==> src/rtl/if_fetch_queue.sv <==
// Instruction-fetch stage: owns the fetch PC, reads one word per cycle from a
// registered-output instruction memory and buffers {PC+4, instr} ahead of IF/ID.
module if_fetch_queue #(
  parameter int          DEPTH    = 4,
  parameter logic [31:0] RESET_PC = 32'h0000_0000,
  parameter int          IM_AW    = 10
) (
  input  logic             clk,
  input  logic             rst,
  output logic             im_req,
  output logic [IM_AW-1:0] im_addr,
  input  logic [31:0]      im_dout,
  input  logic             redirect,
  input  logic [31:0]      redirect_pc,
  input  logic             out_ready,
  output logic             out_valid,
  output logic [31:0]      out_instr,
  output logic [31:0]      out_pc_plus4,
  output logic [31:0]      fetch_pc
);

  localparam int PW = (DEPTH > 1) ? $clog2(DEPTH) : 1;
  localparam int CW = $clog2(DEPTH + 1);

  typedef struct packed {
    logic [31:0] pc_plus4;
    logic [31:0] instr;
  } entry_t;

  entry_t            fifo [DEPTH];
  logic [PW-1:0]     wr_ptr, rd_ptr;
  logic [CW-1:0]     count;
  logic              resp_valid;
  logic [31:0]       resp_pc;
  logic              push, pop;
  logic              unused_pc_lo;

  assign unused_pc_lo = ^redirect_pc[1:0];

  // Counting the in-flight word against capacity means a returning word always has a slot.
  assign im_req    = rst & ~redirect &
                     (({1'b0, count} + (CW+1)'(resp_valid)) < (CW+1)'(DEPTH));
  assign im_addr   = fetch_pc[IM_AW+1:2];
  assign push      = resp_valid & ~redirect;
  assign pop       = out_valid & out_ready & ~redirect;
  assign out_valid = (count != '0);
  assign out_instr    = fifo[rd_ptr].instr;
  assign out_pc_plus4 = fifo[rd_ptr].pc_plus4;

  always_ff @(posedge clk or negedge rst) begin
    if (!rst) begin
      fetch_pc   <= RESET_PC;
      count      <= '0;
      wr_ptr     <= '0;
      rd_ptr     <= '0;
      resp_valid <= 1'b0;
      resp_pc    <= '0;
      for (int i = 0; i < DEPTH; i++) fifo[i] <= '0;
    end else if (redirect) begin
      // Flush everything buffered and the word still coming back from memory.
      fetch_pc   <= {redirect_pc[31:2], 2'b00};
      count      <= '0;
      wr_ptr     <= '0;
      rd_ptr     <= '0;
      resp_valid <= 1'b0;
    end else begin
      resp_valid <= im_req;
      if (im_req) begin
        resp_pc  <= fetch_pc;
        fetch_pc <= fetch_pc + 32'd4;
      end
      if (push) begin
        fifo[wr_ptr] <= '{pc_plus4: resp_pc + 32'd4, instr: im_dout};
        wr_ptr       <= wr_ptr + 1'b1;
      end
      if (pop) rd_ptr <= rd_ptr + 1'b1;
      count <= count + CW'(push) - CW'(pop);
    end
  end

endmodule

==> config.mk <==
export PLATFORM = sky130hd
export DESIGN_NAME = if_fetch_queue
export DESIGN_NICKNAME = d
export VERILOG_FILES = /design/src/rtl/if_fetch_queue.sv
export SDC_FILE = /design/constraint.sdc
export NUM_CORES = 1
export LEC_CHECK = 0
export CAP_MARGIN = 20
export CORE_ASPECT_RATIO = 1.2
export CORE_MARGIN = 1.5
export CORE_UTILIZATION = 35
export DETAILED_ROUTE_END_ITERATION = 16
export RECOVER_POWER = 25
export SLEW_MARGIN = 15
export SYNTH_ARGS = -nofsm -noshare
export SYNTH_HDL_FRONTEND = slang
export SYNTH_SLANG_ARGS = --single-unit
==> constraint.sdc <==
create_clock -name clk -period 4.4 [get_ports clk]
set_input_delay 0.88 -clock clk [delete_from_list [all_inputs] [get_ports clk]]
set_output_delay 0.88 -clock clk [all_outputs]
set_load 0.05 [all_outputs]
==> impl_metrics.csv <==
group,metric,value,unit
sta,fmax,262,MHz
global_route,grt.overflow.total,0,
floorplanning,fp.coreArea,0.0407,mm2
logic_synthesis,yosysWarningCount,0,
worst_setup_path,worstPathArrival,2.94,ns
cells_and_area,multi_input_area,0.00611,mm2
logic_synthesis,ys_top_cells_by_area,"dfrtp_1 55%, mux2_2 13%, mux4_2 9.7%",
hold_path,hp-class,"in2async",
sta,setup_viol,0,
drt,drtAntennaViolNets,0,
clock_network,cts_num_sinks,316,
logic_synthesis,synth_top_area_share,54.8,%
clock_network,holdBufCountCts,0,
logic_synthesis,yosysSeqAreaShare,54.8,%
worst_setup_path,worst-endpoint-required,3.52,ns
cells_and_area,drive_above_1_share,23.8,%
sta,fin_crit_sh,86.8,%
drt,routed_wl,32200,um
logic_synthesis,ys_types,36,
sta,skew,0.0134,ns
floorplanning,initial_core_util,35.4,%
power_and_ir_drop,p_total,11.6,mW
floorplanning,fp.dieArea,0.0424,mm2
worst_setup_path,r2r-end,"fifo[239]",
clock_network,clock_path_buffers,3,
floorplanning,io_pins,176,
run_status,violations,"capacitance limit, slew limit",
power_and_ir_drop,ir_worst_vdd,0.391,mV
logic_synthesis,ys_async_sr_fraction,100,%
clock_network,clkSlewWorstSetupHoldPaths,0.06,ns
power_and_ir_drop,p_per_area,651,mW/mm2
clock_network,clock_latency,0.52,ns
worst_setup_path,r2r_cells,5,
logic_synthesis,synthCells,1142,
global_route,grtUsageMet3,3.19,%
cells_and_area,regArea,0.00791,mm2
sta,slew_headroom,-89.9,%
cells_and_area,fin_cells,1846,
sta,slew_violations,226,
floorplanning,die_height,225,um
worst_setup_path,crit_fanout,26,
power_and_ir_drop,leakage,7.52,nW
sta,tightest_slew,2.85,ns
global_route,grt_pass1_vias,9626,
logic_synthesis,synth_top_area_cell,"dfrtp_1",
cells_and_area,final_cell_mix,"314 x dfrtp_1, 166 x clkdlybuf4s50_1, 162 x mux2_2",
drt,vias,9258,
clock_network,post_cts_buffers,0,
logic_synthesis,yosys_register_bits,316,
drt,firstDrtPassIters,4,
global_route,grt_max_degree,87,
worst_setup_path,critical_path_class,"reg2out",
logic_synthesis,synth_edf_count,0,
logic_synthesis,synth_area,0.0144,mm2
worst_setup_path,crit_path_start_kind,"register",
placed_design,gp_congestion,0.752,
logic_synthesis,syn_area_per_cell,12.6,um2
global_route,antenna_found_initial,1,
run_status,status,"finished, violations left",
global_route,grt_pass1_wl,52600,um
floorplanning,num_rows,81,
cells_and_area,n_fill_cell,3776,
global_route,grt-busiest-layer,"met2",
job,drv_cap,3,
cells_and_area,antennaDiodeCount,0,
placed_design,hpwl,20700,um
logic_synthesis,ys.flop_type,"dfrtp_1",
worst_setup_path,cp-end-kind,"output pin",
sta,rsz0062_at_grt,"no",
clock_network,cts_resized,0,
floorplanning,die_w,188,um
drt,drt-initial-drc-count,344,
global_route,grt_use_total,15.5,%
clock_network,cts_buffers,37,
sta,hold_viol,0,
sta,finalSetupTns,0,ns
drt,drc,0,
clock_network,clock-root-buffer,"clkbuf_16",
sta,fin_crit,3.82,ns
drt,vias_per_cell,5.02,
global_route,use_met1,20.1,%
clock_network,cts_tree,"yes",
placed_design,portBuffers,169,
placed_design,dpl.cell_count,1783,
cells_and_area,fin_nets,1361,
worst_setup_path,regToRegSetupSlack,1.76,ns
clock_network,htree_num_levels,2,
global_route,grt_use_met2,26.4,%
worst_setup_path,r2r_start,"resp_valid",
drt,wl_per_cell,17.4,um
cells_and_area,layout_commonest_cell,"dfrtp_1",
cells_and_area,syn2layout_area_growth,23.4,%
[worst max-delay path, cell delays in order (launching register included)]
cell and delay [ns]:
dfrtp_4 0.78, buf_12 0.31, mux4_2 0.53, clkdlybuf4s50_1 0.76
[where the power goes]
group          internal [mW]  switching (mW)
sequential              3.66           0.544
clock                   1.85            1.17
combinational           1.83            2.52
total                   7.34            4.24
[metrics by stage]
stage	hold WS [ns]	setup slack [ns]	cell area (um2)	util, %
6_report	0.238	0.582	17800	43.7
5_1_grt	0.245	0.373	17800	43.7
4_1_cts	0.238	0.504	17800	43.7
3_5_place_dp	0.466	1.06	16600	40.7
3_3_place_gp	0.456	1.07	16600	40.7
2_1_floorplan	0.445	1.46	14400	-
[routing by layer]
metal  wire [um]  up-vias
met3        1640       39
met2       15500      216
met4         564        0
met1       14500     4650
met5           0        -
li1            -     4353
[final cells by class]
| type | instances | share of cell area, % |
|---|---|---|
| well taps | 539 | 3.79 |
| clock inverters | 9 | 0.626 |
| multi-input cells | 732 | 34.3 |
| flip-flops and latches | 316 | 44.5 |
| clock buffers | 54 | 6.18 |
| inverters | 12 | 0.253 |
| repair buffers | 184 | 10.4 |
[sequential cells by signal, indices dropped and copies added (netlist names)]
signal and flops:
fifo 248, fetch_pc 30, resp_pc 30, count 3
rd_ptr 2, wr_ptr 2, resp_valid 1
[worst max path at each step]
stage | startpoint | endpoint | slack (ns) | depth (start not counted)
finish | rd_ptr[0] | out_pc_plus4[9] | 0.58 | 3
global route | rst | fifo[218] | 0.37 | 2
CTS | rd_ptr[0] | out_instr[23] | 0.50 | 3
detailed placement | rd_ptr[0] | out_instr[23] | 1.06 | 3
global placement | rd_ptr[0] | out_instr[23] | 1.07 | 3
floorplan | redirect | im_req | 1.46 | 5
[Yosys cell counts (all sizes together) (4+ instances only)]
master,count
and2,8
and3,4
and4,8
buf,34
clkbuf,51
dfrtp,316
ha,9
inv,12
mux2,168
mux4,62
nand2,163
nand3,22
nand4,22
nor2,13
nor3,11
nor4,21
o21ai,140
or3,5
xnor2,37
xor2,24
[kinds of logic (layout without fill, tap and decap cells)]
| logic type | Yosys count | after routing | synth area share, % |
|---|---|---|---|
| mux | 232 | 232 | 22.9 |
| other cells | 1 | 4 | 0.0260 |
| flops | 316 | 316 | 54.8 |
| compound gates | 142 | 142 | 5.00 |
| xor+xnor | 61 | 61 | 3.70 |
| buf+inv | 97 | 259 | 3.09 |
| fa+ha+maj | 10 | 10 | 0.920 |
| simple gates | 283 | 283 | 9.48 |
Note: power is estimated with default switching activity, not from simulation.
